### config.mk
export PLATFORM = sky130hd
export DESIGN_NAME = bus_arbiter
export DESIGN_NICKNAME = d
export VERILOG_FILES = /design/src/rtl/bus_arbiter.sv
export SDC_FILE = /design/constraint.sdc
export NUM_CORES = 1
export LEC_CHECK = 0
export CORE_MARGIN = 1
export CORE_UTILIZATION = 32
export CTS_CLUSTER_DIAMETER = 40
export CTS_CLUSTER_SIZE = 14
export DETAILED_ROUTE_END_ITERATION = 10
export DONT_BUFFER_PORTS = 1
export PLACE_DENSITY = 0.51
export SYNTH_ARGS = -nofsm -noshare
export SYNTH_HDL_FRONTEND = slang
export SYNTH_SLANG_ARGS = --single-unit
export TNS_END_PERCENT = 10
### constraint.sdc
create_clock -name clk_sys -period 3.5 [get_ports clk_sys]
set_clock_uncertainty 0.2 [all_clocks]
set_input_delay 0.525 -clock clk_sys [delete_from_list [all_inputs] [get_ports clk_sys]]
set_output_delay 0.525 -clock clk_sys [all_outputs]
set_load 0.01 [all_outputs]
### src/rtl/bus_arbiter.sv
// bus_arbiter: round-robin bus arbiter with strobe/response handshake, no-answer timeout and alarm
module bus_arbiter #(
    parameter logic [7:0] ALARM_DLY_TICKS = 8'd250,
    parameter logic [1:0] ALARM_TICKS = 2'd3
) (
    input  logic        clk_sys,
    input  logic        clm,
    input  logic [0:3]  req,
    input  logic [0:11] cmd,
    output logic [0:3]  gnt,
    output logic [0:3]  done,
    output logic [1:0]  status,
    output logic        dw,
    output logic        dr,
    output logic        ds,
    output logic        df,
    output logic        din,
    input  logic        rok,
    input  logic        ren,
    input  logic        rpe,
    output logic        alarm,
    output logic        busy
);
    typedef enum logic [2:0] {IDLE, SETUP, STROBE, RELEASE, ALARM} state_t;
    state_t state_q, state_d;
    logic [0:3] gnt_q, gnt_d, done_q, done_d;
    logic [1:0] status_q, status_d, rr_q, rr_d, own_q, own_d, pick, fin_st;
    logic [2:0] cmd_q, cmd_d;
    logic [4:0] stb_q, stb_d;
    logic [7:0] cnt_q, cnt_d, cnt_inc;
    logic       alarm_q, alarm_d, rsp, fin;

    always_comb begin
        pick = rr_q;
        for (int k = 3; k >= 0; k--)
            pick = req[2'(rr_q + 2'(k))] ? 2'(rr_q + 2'(k)) : pick;
    end

    assign rsp = rok | ren | rpe;
    assign cnt_inc = (cnt_q == ALARM_DLY_TICKS) ? cnt_q : cnt_q + 8'd1;

    always_comb begin
        state_d = state_q;
        gnt_d = gnt_q;
        done_d = '0;
        status_d = status_q;
        rr_d = rr_q;
        own_d = own_q;
        cmd_d = cmd_q;
        stb_d = stb_q;
        cnt_d = cnt_q;
        alarm_d = 1'b0;
        fin = 1'b0;
        fin_st = 2'b11;
        case (state_q)
            IDLE: if (|req) begin
                own_d = pick;
                cmd_d = cmd[3*pick +: 3];
                gnt_d = '0;
                gnt_d[pick] = 1'b1;
                state_d = SETUP;
            end
            SETUP: if (cmd_q > 3'd4) fin = 1'b1;
            else begin
                stb_d = 5'd1 << cmd_q;
                cnt_d = '0;
                state_d = STROBE;
            end
            STROBE: begin
                cnt_d = cnt_inc;
                if (rsp) begin
                    status_d = rpe ? 2'b10 : ren ? 2'b01 : 2'b00;
                    stb_d = '0;
                    state_d = RELEASE;
                end else if (cnt_inc == ALARM_DLY_TICKS) begin
                    stb_d = '0;
                    cnt_d = '0;
                    alarm_d = 1'b1;
                    state_d = ALARM;
                end
            end
            RELEASE: begin
                cnt_d = cnt_inc;
                fin = !rsp;
                fin_st = status_q;
                if (rsp && cnt_inc == ALARM_DLY_TICKS) begin
                    cnt_d = '0;
                    alarm_d = 1'b1;
                    state_d = ALARM;
                end
            end
            ALARM: begin
                cnt_d = cnt_q + 8'd1;
                fin = cnt_q == {6'd0, ALARM_TICKS - 2'd1};
                alarm_d = !fin;
            end
            default: state_d = IDLE;
        endcase
        if (fin) begin
            done_d[own_q] = 1'b1;
            status_d = fin_st;
            gnt_d = '0;
            rr_d = own_q + 2'd1;
            state_d = IDLE;
        end
    end

    always_ff @(posedge clk_sys) begin
        if (clm) begin
            state_q <= IDLE;
            gnt_q <= '0;
            done_q <= '0;
            status_q <= '0;
            rr_q <= '0;
            own_q <= '0;
            cmd_q <= '0;
            stb_q <= '0;
            cnt_q <= '0;
            alarm_q <= 1'b0;
        end else begin
            state_q <= state_d;
            gnt_q <= gnt_d;
            done_q <= done_d;
            status_q <= status_d;
            rr_q <= rr_d;
            own_q <= own_d;
            cmd_q <= cmd_d;
            stb_q <= stb_d;
            cnt_q <= cnt_d;
            alarm_q <= alarm_d;
        end
    end

    assign gnt = gnt_q;
    assign done = done_q;
    assign status = status_q;
    assign {din, df, ds, dr, dw} = stb_q;
    assign alarm = alarm_q;
    assign busy = state_q != IDLE;
endmodule

==> results of run 1 <==
-- flip-flops by register name (all words and copies together) (netlist names) --
signal and flops:
alarm 1, done 4, rr_q 2, gnt 4, status 2, state_q 3
cmd_q 3, stb_q 5, cnt_q 8, own_q 2
-- metal layers --
metal | GRT usage (%) | up-vias | part of all wire (%)
met2 | 21.3 | 41 | 41
met1 | 20.3 | 917 | 53
li1 | - | 1012 | -
met5 | 0 | - | 0
met3 | 4.00 | 5 | 5.3
met4 | 3.64 | 0 | 0.65
-- per-stage QoR --
| stage | hold slack (ns) | instance area, sq um | setup slack, ns | utilization, % | total power [mW] |
|---|---|---|---|---|---|
| 2_1_floorplan | 0.269 | 2280 | 0.515 | - | 0.747 |
| 3_3_place_gp | 0.288 | 2370 | 0.508 | 34.7 | 0.817 |
| 3_5_place_dp | 0.289 | 2370 | 0.476 | 34.7 | 0.820 |
| 4_1_cts | 0.0816 | 2510 | 0.588 | 36.7 | 1.26 |
| 5_1_grt | 0.0800 | 2510 | 0.436 | 36.7 | 1.33 |
| 6_report | 0.0925 | 2510 | 0.605 | 36.7 | 1.25 |
-- cells by family after synthesis --
| logic type | Yosys count | synth area share (%) |
|---|---|---|
| flip-flops | 34 | 29.9 |
| adder cells (fa/ha/maj) | 12 | 6.59 |
| AND/OR/NAND/NOR | 111 | 25.5 |
| buffers and inverters | 25 | 4.73 |
| multiplexers | 15 | 9.51 |
| AO/OA/AOI/OAI | 74 | 22.3 |
| XOR/XNOR | 4 | 1.54 |
-- power groups by stage --
stage / clock network, mW / logic, mW / registers, mW
after floorplan: 0 / 0.270 / 0.476
after global placement: 0 / 0.315 / 0.502
after detailed placement: 0 / 0.316 / 0.505
after CTS: 0.451 / 0.318 / 0.495
after global routing: 0.466 / 0.358 / 0.505
final: 0.437 / 0.315 / 0.496
-- synthesized netlist by cell type (all sizes together) (3+ instances only) --
| library cell | count |
|---|---|
| dfxtp | 34 |
| clkbuf | 6 |
| inv | 13 |
| o22ai | 3 |
| nor2b | 7 |
| nor4 | 4 |
| nand2b | 6 |
| or3 | 7 |
| a211oi | 4 |
| o21ai | 17 |
| mux4 | 5 |
| and3 | 4 |
| nand2 | 35 |
| a31oi | 5 |
| buf | 6 |
| nor3 | 11 |
| mux2i | 10 |
| xnor2 | 4 |
| o211ai | 5 |
| nor2 | 17 |
| ha | 12 |
| a21oi | 18 |
| nand3 | 6 |
-- area by class of cell --
type,count,share of cell area [%]
Multi-Input combinational cell,216,59.4
Clock inverter,3,2.75
Inverter,13,1.95
Timing Repair Buffer,4,1.20
Tap cell,96,4.79
Clock buffer,5,2.75
Sequential cell,34,27.2
-- worst paths after layout --
kind,from,to,cells past startpoint
worst max register to register,rr_q[1]$_SDFFE_PP0P_,cmd_q[0]$_SDFFE_PP0P_,8
worst min register to register,own_q[1]$_SDFFE_PP0P_,own_q[1]$_SDFFE_PP0P_,2
worst max-delay path,rr_q[1]$_SDFFE_PP0P_,cmd_q[0]$_SDFFE_PP0P_,8
worst min-delay path,clm,own_q[0]$_SDFFE_PP0P_,1
==> results.md, run 1 <==
Die:
- The number of top-level pins is 38.
- From left edge to right edge, the die measures roughly 86 um.
- The placeable core region is between 6000 and 7000 sq um.
- The vertical die dimension is about 86 um.
- The die covers 7460 sq um.
- Row generation in the floorplan step produced 30 rows.
- For this configuration, the core starts out at a cell density of 33.3%.

STA:
- The setup violation total in the final timing report is 0.
- The number of hold violations in the final report was 0.
- The final number of max-transition violations is 0.
- The worst path uses between 80% and 90% of the clock period.
- The normalized max-slew margin is between 50% and 60%.
- Static timing analysis puts the maximum clock frequency at roughly 0.35 GHz.
- Adding up every negative setup slack in the final design gives 0 ns.
- At the pin with the least slew margin, the transition time is about 0.67 ns.
- Setup repair after global routing left no endpoint under its margin.
- The time the final worst path needs with I/O delays and setup is roughly 2.9 ns.

GRT:
- The number of antenna violations at the first check in global routing is 0.
- The global-route wire length before repair is 8470 um.
- Entering global routing, the biggest net connects 22 pins.
- Global routing finished with a remaining overflow of 0.
- The via count of the first global-routing pass is ~1800.
- The total routing usage reported by global routing is between 10 and 15%.

Final layout:
- The count of antenna diodes in the layout is 0.
- The final net count is 307.
- The number of fillers in the final layout is about 730.
- The multi-input combinational cells in the finished layout cover a total of ~1500 sq um.
- Cells with a size suffix above 1 make up just under 10% of the layout.
- From synthesis to final layout, the design area changed by 10.1%.
- The sequential cells in the finished layout cover a total of 681 sq um.
- The final cell count without fillers is around 370.
- Leaving out fill and tap cells, the most frequent cell in the layout is sky130_fd_sc_hd__nand2_1.
- Leaving out fill and tap cells, the most frequent cells in the layout are sky130_fd_sc_hd__nand2_1, sky130_fd_sc_hd__dfxtp_1, sky130_fd_sc_hd__nor2_1, sky130_fd_sc_hd__a21oi_1, sky130_fd_sc_hd__o21ai_0.

Logic synthesis:
- The post-synthesis net count is just over 300.
- The average instance in the mapped netlist occupies slightly above 8 sq um.
- In this run, synthesis inferred 0 flip-flops with an integrated enable.
- In the post-synthesis netlist, the biggest area contributors are sky130_fd_sc_hd__dfxtp_1, sky130_fd_sc_hd__ha_1, sky130_fd_sc_hd__nand2_1.
- Of all cell types, the one taking the most synthesized area is sky130_fd_sc_hd__dfxtp_1.
- The number of warnings printed during yosys synthesis is 0.
- The instance count of the mapped netlist is about 280.
- The count of cell types in the netlist is 61.
- The synthesized design contains 34 register bits.
- Among all flip-flop cells after synthesis, the most frequent one is sky130_fd_sc_hd__dfxtp_1.
- The sequential fraction of the synthesis area is about 30%.
- Summed over its instances, the top area cell type makes up 29.9% of the synthesized netlist area.
- The area of the mapped netlist is ~2300 sq um.
- After synthesis, the share of flip-flops with an asynchronous set or reset is 0%.

Worst setup path:
- The highest net fanout along the worst path is 13.
- The worst stage delay on the critical path is roughly 0.50 ns.
- STA puts the critical path data required time at 3.51 ns.
- The kind of cell adding the most delay to the critical path is simple AND/OR/NAND/NOR gates.
- The buffering stage count on the worst path with inverters included is 1.
- The register-to-register setup slack is 0.60 ns.
- Walking the worst path, the cells encountered are nand2b_1 -> a21oi_2 -> or3_4 -> inv_1 -> ha_1 -> or3_1 -> or3_1 -> a31oi_1.
- STA puts the critical path data arrival time at around 2.9 ns.
- The critical path class is register to register.
- STA classifies the critical path endpoint as a register.
- The startpoint class of the critical path is a register.
- Counting stages on the worst path, the most repeated cell is sky130_fd_sc_hd__or3_1.
- For this design, the slowest cell found on the critical path is sky130_fd_sc_hd__or3_4.

Placed design:
- The count of buffers from port buffering is 0.
- The final RePlAce weighted congestion is 0.883.
- Once placement completed, the tool counted placed cells totaling between 300 and 400.
- The detailed-placement wirelength estimate is 3900 um.

Detailed routing:
- The number of remaining DRC errors is 0.
- In the routed layout, each cell is associated on average with a via count of approximately 5.3.
- In the final routed layout, each cell accounts on average for around 14 um.
- For this run, the detailed router's first-pass iteration total came to 4.
- The first routing iteration left 138 violations.
- Summed over all layers, the routed wires come to 5240 um.
- The routed layout has just under 2000 vias.
- In this run the remaining antenna-violating nets after routing total 0.

Job:
- The tool flagged a number of max-cap violations equal to 0.

Clock network:
- TritonCTS built the clock tree.
- The tree is rooted in a sky130_fd_sc_hd__clkbuf_8.
- The buffer count from post-CTS setup fixing is 0.
- The insertion delay of the later-clocked pin in the worst-skew pair is 0.29 ns.
- The clock transition at the register clock pins on the worst setup and hold paths after CTS is 0.08 ns.
- CTS built an H-tree with a depth of 2.
- The clock passes through at most 2 buffers.
- In this run, post-CTS repair resized a total of 0 instances.
- The hold buffer count at CTS is 0.
- The number of sinks on the clock net is 34.
- TritonCTS created 5 clock buffers.

Pwr:
- The share of total power in combinational logic is between 20% and 30%.
- The ratio of total power to cell area is about 500 nW/um^2.
- Of the total power, the share spent switching nets is a little under a third.
- Sequential cells account for between 30 and 40% of the total power.
- Cell internal power was estimated by the tool at around 850 uW.
- The worst IR drop on VDD is 149 uV.
- In this run the power spent charging and discharging nets is ~400 uW.
- The share of total power dissipated in the clock network is about a third.
- In this run the static leakage power is about 0.91 nW.

Min path:
- In this run the worst hold path is classified as primary input to register.

Status:
- The run finished with clean final reports.
(Power assumes the default switching activity.)
==> inputs of run 2 (changes only) <==
--- a/config.mk
+++ b/config.mk
@@ -11,7 +11,7 @@
 export CTS_CLUSTER_SIZE = 14
 export DETAILED_ROUTE_END_ITERATION = 10
 export DONT_BUFFER_PORTS = 1
-export PLACE_DENSITY = 0.51
+export PLACE_DENSITY = 0.52
 export SYNTH_ARGS = -nofsm -noshare
 export SYNTH_HDL_FRONTEND = slang
 export SYNTH_SLANG_ARGS = --single-unit
==> constraint.sdc (replaced) <==
create_clock -name clk_sys -period 2.3 [get_ports clk_sys]
set_clock_uncertainty 0.2 [all_clocks]
set_input_delay 0.345 -clock clk_sys [delete_from_list [all_inputs] [get_ports clk_sys]]
set_output_delay 0.345 -clock clk_sys [all_outputs]
set_load 0.01 [all_outputs]
==> run 2 against run 1 <==
The run now ends with hold timing, setup timing left. Total power up 59%. Clock power up 26%. Die area unchanged. Routed wire length up 12%. Cell count up 13%. First-iteration DRC count down 0.72%. Non-clock buffer count up 49. Utilization up 7.2 points. Clock-buffer cell count unchanged. Sequential share of layout area down 4.0 points. Largest cell class unchanged.
==> results.md, run 2 (synthesized netlist as in run 1, its figures left out) <==
Status:
- The run finished, with violations left.
- The final reports fail on hold timing, setup timing.

Placed design:
- Counting tap cells, the placed design contains a total of 403 instances.
- At the end of routability-driven placement, the weighted congestion stood at 0.834.
- The count of buffers from port buffering is 0.
- The post-detailed-placement cell area is roughly 2700 sq um.
- The HPWL after detailed placement is 4360 um.

Final layout:
- In the layout the commonest cells are sky130_fd_sc_hd__buf_4, sky130_fd_sc_hd__nand2_1, sky130_fd_sc_hd__dfxtp_1.
- The library cell used most frequently in the layout, excluding fill and tap cells, is sky130_fd_sc_hd__buf_4.
- At the end of the flow, the number of nets in the layout was 356.
- The layout has just over 700 filler cells.
- The final cell count without fillers is 420.
- The post-route standard cell area excluding fillers is approximately 3000 sq um.
- 0 antenna diodes ended up in the layout.
- Of the cells placed in the final design, the portion with a size suffix greater than 1 is between 30% and 40%.
- The flip-flop count of the largest register, all copies and words added is 8.
- The largest registers in the layout are cnt_q: 8 flops, stb_q: 5 flops.
- From synthesis to final layout, the design area changed by 31.8%.
- Counting flops per register, the top entry is cnt_q.

Clock network:
- For the worst-skew pair, the clock arrives at the later sink with an insertion delay of ~0.28 ns.
- The number of sinks on the clock net is 34.
- CTS placed an instance of sky130_fd_sc_hd__clkbuf_8 at the clock tree root.
- The clock tree synthesis step divided the H-tree into 2 levels.
- The longest clock path from root to sink contains 2 buffers.
- Counting the buffers created by CTS gives 5.
- The clock transition at the register clock pins on the worst setup and hold paths after CTS is 0.08 ns.
- The hold buffer count at CTS is 2.
- TritonCTS built the clock tree.

Pwr:
- Net switching is about a third of the power.
- Combinational cells account for roughly 36% of the total power.
- The worst IR drop on VDD is ~260 uV.
- In this run the power density over the cells is between 600 and 700 nW/um^2.
- The internal portion of the total power is 1.33 mW.
- Of the total power, the clock network draws 27.8%.
- The net switching power figure is between 600 and 700 uW.
- Total power for the finished layout comes to approximately 2.0 mW.
- Summed over all cells, the static leakage comes to roughly 1.2 nW.
- Of the total power, registers draw 36.6%.

Worst setup path:
- STA classifies the critical path startpoint as a register.
- The critical path is of the register to register type.
- The highest net fanout along the worst path is 4.
- By instance count, the cell type seen most on the critical path is sky130_fd_sc_hd__or3_4.
- In this design, the stage delay of the slowest critical-path cell is about 0.44 ns.
- The critical path's slowest cell is sky130_fd_sc_hd__or3_4.
- STA classifies the critical path endpoint as a register.
- Together, buffers and inverters on the worst path number 1.
- The kind of cell adding the most delay to the critical path is simple AND/OR/NAND/NOR gates.
- The data required time of the critical path is roughly 2.3 ns.
- STA puts the critical path data arrival time at 2.43 ns.
- The critical path goes through nor2b_4 -> o21a_1 -> or3_4 -> inv_8 -> ha_4 -> or3_4 -> or3_1 -> a31oi_1.

Detailed routing:
- Dividing the detail-routed wire length by the instance count gives around 14 um.
- The first detailed-routing pass ran for 4 iterations.
- The number of DRC markers in iteration 0 is 137.
- The vias per cell is between 5 and 6.
- The detailed-route wire length is ~5900 um.
- Detailed routing inserted a total of 2157 vias.
- In this run the remaining antenna-violating nets after routing total 0.
- The number of remaining DRC errors is 0.

Die:
- The starting density of the core is between 30 and 40%.
- In this run the vertical extent of the chip is ~86 um.
- The die boundary width is ~86 um.
- The core region is roughly 6800 sq um.
- The floorplan has 30 rows.
- 38 I/O pins were placed.
- The die outline area is ~7500 sq um.

STA:
- The normalized max-slew margin is 55.1%.
- Setup repair after global routing could not meet its margin everywhere.
- Static timing analysis puts the maximum clock frequency at 0.413 GHz.
- The number of hold violations in the final report is 9.
- The final number of max-transition violations was 0.
- The transition time of the tightest slew-check pin is 0.674 ns.
- The time the final worst path needs with I/O delays and setup is around 2.4 ns.
- The worst path uses 105% of the clock period.
- Hold timing on the final database bottoms out at a slack of -0.0864 ns.
- Across all setup checks in the final design, the least slack found is -0.122 ns.
- Setup violations remaining at the end of the flow were counted as 3.

GRT:
- Global routing used between 15 and 20% of the available tracks across all layers.
- The number of antenna violations at the first check in global routing is 0.
- Entering global routing, the biggest net connects 16 pins.
- The via count of the first global-routing pass was roughly 2000.
- The total overflow left after global routing is 0.
- The global-route wire length before repair is around 9400 um.

Min path:
- The worst min-delay path category is primary input to register.

Job:
- The total of max-cap violations is 0.
run 2: cell types whose count changed in the layout (fill, tap and decap cells not counted), sizes merged:
| cell | change |
|---|---|
| buf | +47 |
| dlygate4sd3 | +1 |
| clkinv | -1 |
| bufinv | -1 |
| dlymetal6s4s | +1 |
| clkinvlp | +2 |
run 2: metrics by stage:
step / TNS [ns] / utilization (%) / worst slack, ns
2_1_floorplan: -0.607 / - / -0.317
3_3_place_gp: -0.360 / 39.5 / -0.126
3_5_place_dp: -0.397 / 39.5 / -0.149
4_1_cts: -0.288 / 42.5 / -0.116
5_1_grt: -1.02 / 43.9 / -0.212
6_report: -0.221 / 43.9 / -0.122
run 2: final cells by class:
class                      count  area (sq um)  area share [%]
multi-input combinational    216          1600            53.4
sequential                    34           694            23.1
timing repair buffer          53           413            13.8
tap                           96           120            4.00
clock buffer                   5          68.8            2.29
inverter                      13          56.3            1.88
clock inverter                 3          45.0            1.50
run 2: timing repair:
| action | in CTS | in global routing |
|---|---|---|
| endpoints found under the hold margin | 11 | 9 |
| endpoints found under the setup margin | 6 | 20 |
| resized for setup | 12 | 22 |
| pin swaps | 10 | 13 |
| setup buffers | 4 | 3 |
run 2: final timing paths:
kind                                             from  cells past startpoint                    end  slack (ns)
worst max-delay path             rr_q[0]$_SDFFE_PP0P_                      8  cmd_q[0]$_SDFFE_PP0P_       -0.12
worst min register to register  stb_q[0]$_SDFFE_PP0P_                      2  stb_q[0]$_SDFFE_PP0P_        0.30
worst min-delay path                              clm                      1  cnt_q[4]$_SDFFE_PP0P_       -0.09
worst max register to register   rr_q[0]$_SDFFE_PP0P_                      8  cmd_q[0]$_SDFFE_PP0P_       -0.12
run 2: power by group through the flow:
stage | combinational (mW) | clock (mW) | sequential [mW]
3_3_place_gp | 0.647 | 0 | 0.736
6_report | 0.708 | 0.551 | 0.727
2_1_floorplan | 0.430 | 0 | 0.725
3_5_place_dp | 0.645 | 0 | 0.738
5_1_grt | 0.776 | 0.601 | 0.739
4_1_cts | 0.678 | 0.567 | 0.725
run 2: per-layer routing:
metal | track usage [%] | wire, um
met1 | 23.3 | 2970
met2 | 23.9 | 2610
met5 | 0 | 0
met3 | 3.33 | 270
met4 | 3.18 | 25
==> inputs of run 3 (changes only) <==
--- a/config.mk
+++ b/config.mk
@@ -11,7 +11,8 @@
 export CTS_CLUSTER_SIZE = 14
 export DETAILED_ROUTE_END_ITERATION = 10
 export DONT_BUFFER_PORTS = 1
-export PLACE_DENSITY = 0.52
+export GPL_ROUTABILITY_DRIVEN = 0
+export PLACE_DENSITY = 0.51
 export SYNTH_ARGS = -nofsm -noshare
 export SYNTH_HDL_FRONTEND = slang
 export SYNTH_SLANG_ARGS = --single-unit
==> constraint.sdc (replaced) <==
create_clock -name clk_sys -period 2.5 [get_ports clk_sys]
set_clock_uncertainty 0.2 [all_clocks]
set_input_delay 0.375 -clock clk_sys [delete_from_list [all_inputs] [get_ports clk_sys]]
set_output_delay 0.375 -clock clk_sys [all_outputs]
set_load 0.01 [all_outputs]
==> run 3 against run 2 <==
Flip-flop and latch count unchanged. Total power decreased by 14%. Critical path depth increased by 1. Sequential share of layout area increased by 1.8 points. Global-route usage increased by 0.19 points. The run now ends clean. Largest power group unchanged. Routed wire length decreased by 2.8%. Register-to-register slack improved by 0.17 ns. Combinational power decreased by 23%. Die area unchanged. Clock-buffer cell count increased by 2. Sequential power decreased by 7.0%. Fmax decreased by 1.1%. Highest routed layer unchanged.
==> results.md, run 3 (synthesized netlist as in run 1, its figures left out) <==
STA:
- The normalized max-slew margin is 52.4%.
- The number of hold violations in the final report is 0.
- The worst hold slack is just over 0.07 ns.
- At the pin with the least slew margin, the transition time is 0.715 ns.
- The final critical path takes up between 90 and 100% of the cycle.
- Setup repair after global routing could not meet its margin everywhere.
- The summed negative setup slack over all endpoints is 0 ns.
- The setup violation total in the final timing report is 0.
- The routed design could run at a clock period as short as 2.45 ns.
- The achievable frequency is ~0.41 GHz.
- The final number of max-transition violations is 0.

Worst setup path:
- The kind of capture point of the worst setup path is a register.
- Data on the critical path is required at its endpoint by about 2.5 ns.
- The start point of the critical path is rr_q[1]$_SDFFE_PP0P_.
- The startpoint identified for the worst register-to-register timing path is rr_q[1]$_SDFFE_PP0P_.
- The highest net fanout along the worst path is 7.
- STA puts the critical path data arrival time at approximately 2.5 ns.
- The critical path class is register to register.
- The startpoint class of the critical path is a register.

Final layout:
- The final net count is between 300 and 400.
- The share of post-route cells with drive strength above 1 is 20.1%.
- The post-layout utilization of the core is approximately two fifths.
- The post-route standard cell area excluding fillers is around 2800 sq um.
- The largest registers in the layout are cnt_q: 8 flops, stb_q: 5 flops.
- The library cell used most frequently in the layout, excluding fill and tap cells, is sky130_fd_sc_hd__nand2_1.
- The combined area of the multi-input logic cells is 1530 sq um.
- The register with the most flip-flops in the final layout is cnt_q.
- In the layout the commonest cells are sky130_fd_sc_hd__nand2_1, sky130_fd_sc_hd__dfxtp_1, sky130_fd_sc_hd__buf_4.
- The register area is 686 sq um.
- Compared with the post-synthesis result, the final layout area differs by 20.9%.
- The register with the most flip-flops in the layout has 8 of them.
- The count of antenna diodes in the layout is 0.
- The number of fillers in the final layout is slightly above 700.

Die:
- The number of top-level pins is 38.
- The initial utilization of the core area, before any placement, comes to between 30 and 40%.
- The die boundary width is around 86 um.
- The vertical die dimension is about 86 um.
- In this run the core area contains 30 standard-cell rows.
- The placeable core region is 6830 sq um.
- The floorplan step defined a die boundary enclosing between 7000 and 8000 sq um.

Clock network:
- The H-tree depth is 2.
- Clock tree synthesis found a total of 34 sinks.
- The number of buffers between clock root and the deepest sink is 2.
- The clock transition at the register clock pins on the worst setup and hold paths after CTS is 0.07 ns.
- The cell sitting at the root of the clock tree is a sky130_fd_sc_hd__clkbuf_8.
- The number of setup buffers added after CTS is 0.
- TritonCTS created 5 clock buffers.
- TritonCTS built the clock tree.
- The insertion delay of the later-clocked pin in the worst-skew pair is approximately 0.28 ns.

Job:
- The total of max-cap violations is 0.

GRT:
- The pin count of the biggest net entering global routing is 17.
- The number of antenna violations at the first check in global routing is 0.
- The via count of the first global-routing pass came to between 1500 and 2000.
- The global-route congestion overflow total is 0.
- The first global-routing pass estimated 9330 um of wire.
- Global routing used between 10% and 20% of the available tracks across all layers.

Min path:
- The worst min-delay path category is primary input to register.
- The startpoint of the worst hold path is rpe.

Detailed routing:
- The number of search-and-repair iterations in the first detailed-routing pass is 4.
- For this run, design rule violations remaining after detail routing come to 0.
- Once detail routing completed, the nets flagged for antenna violations numbered 0.
- For this block, the routed nets add up to between 5000 and 6000 um of wire.
- The wire length per cell is approximately 14 um.
- The detailed router placed 2084 vias in this run.
- In this run, the number of DRC markers left after iteration 0 of detailed routing was 96.
- Using the TritonRoute via totals, the vias-per-cell ratio works out to approximately 5.2.

Placed design:
- The count of buffers added on input and output ports is 0.
- The placed instances occupy a cell area of 2610 sq um.
- The detailed-placement wirelength estimate is around 4300 um.

Pwr:
- Dividing total power by cell area gives a power density of 623 nW/um^2.
- In this run the static leakage power is around 1.0 nW.
- The worst IR drop on VDD is 192 uV.

Status:
- The run finished with clean final reports.
run 3: cell types whose count changed in the layout (fill, tap and decap cells not counted), moves of 2 or more:
cell / before / now
sky130_fd_sc_hd__a211oi_1: 2 / 4
sky130_fd_sc_hd__a211oi_2: 2 / 0
sky130_fd_sc_hd__buf_4: 49 / 32
sky130_fd_sc_hd__buf_6: 2 / 0
sky130_fd_sc_hd__clkbuf_1: 0 / 2
sky130_fd_sc_hd__clkinvlp_4: 2 / 0
sky130_fd_sc_hd__dfxtp_1: 27 / 32
sky130_fd_sc_hd__dfxtp_2: 5 / 1
sky130_fd_sc_hd__o21ai_1: 2 / 4
sky130_fd_sc_hd__or3_1: 3 / 6
sky130_fd_sc_hd__or3_4: 4 / 1
run 3: metal layers:
| layer | routed length, um | track usage (%) | up-vias | part of all wire (%) |
|---|---|---|---|---|
| met3 | 324 | 4.67 | 6 | 5.7 |
| met2 | 2490 | 24.8 | 53 | 44 |
| met4 | 70 | 4.55 | 0 | 1.2 |
| met1 | 2830 | 21.8 | 963 | 49 |
| met5 | 0 | 0 | - | 0 |
| li1 | - | - | 1062 | - |
run 3: area by class of cell:
| type | count | share of cell area, % |
|---|---|---|
| tap | 96 | 4.36 |
| multi-input combinational | 216 | 55.7 |
| timing repair buffer | 33 | 9.09 |
| sequential | 34 | 24.9 |
| clock inverter | 1 | 1.09 |
| inverter | 13 | 2.05 |
| clock buffer | 7 | 2.77 |
run 3: where the power goes:
part / total, mW / switching, mW / internal [mW]
Combinational: 0.542 / 0.296 / 0.246
Clock: 0.495 / 0.197 / 0.298
Sequential: 0.676 / 0.0765 / 0.600
Total: 1.71 / 0.570 / 1.14
run 3: timing repair:
item                                   in CTS  in global routing
hold buffers                                1                  0
endpoints found under the hold margin      11                  0
setup endpoints to repair                   1                 12
gates resized for setup                     1                  7
run 3: critical path: stages, from the launching register on:
cell	delay [ns]
sky130_fd_sc_hd__dfxtp_4	0.40
sky130_fd_sc_hd__nor2b_4	0.05
sky130_fd_sc_hd__o21ba_1	0.19
sky130_fd_sc_hd__or3_4	0.42
sky130_fd_sc_hd__inv_8	0.07
sky130_fd_sc_hd__ha_4	0.13
sky130_fd_sc_hd__inv_1	0.04
sky130_fd_sc_hd__or3_1	0.35
sky130_fd_sc_hd__or3_1	0.35
sky130_fd_sc_hd__a31oi_1	0.17
run 3: final timing paths:
path | end | cells after the start | slack (ns)
worst max-delay path | cmd_q[0]$_SDFFE_PP0P_ | 9 | 0.05
worst min-delay path | status[1]$_SDFFE_PP0P_ | 2 | 0.07
worst max register to register | cmd_q[0]$_SDFFE_PP0P_ | 9 | 0.05
worst min register to register | own_q[1]$_SDFFE_PP0P_ | 2 | 0.30
run 3: through the flow:
stage / instances / total power, mW / setup WS [ns]
floorplan: 275 / 1.06 / -0.147
global placement: 391 / 1.21 / 0.0145
detailed placement: 391 / 1.22 / -0.0202
CTS: 400 / 1.72 / 0.0177
global route: 400 / 1.82 / -0.0399
finish: 400 / 1.71 / 0.0502
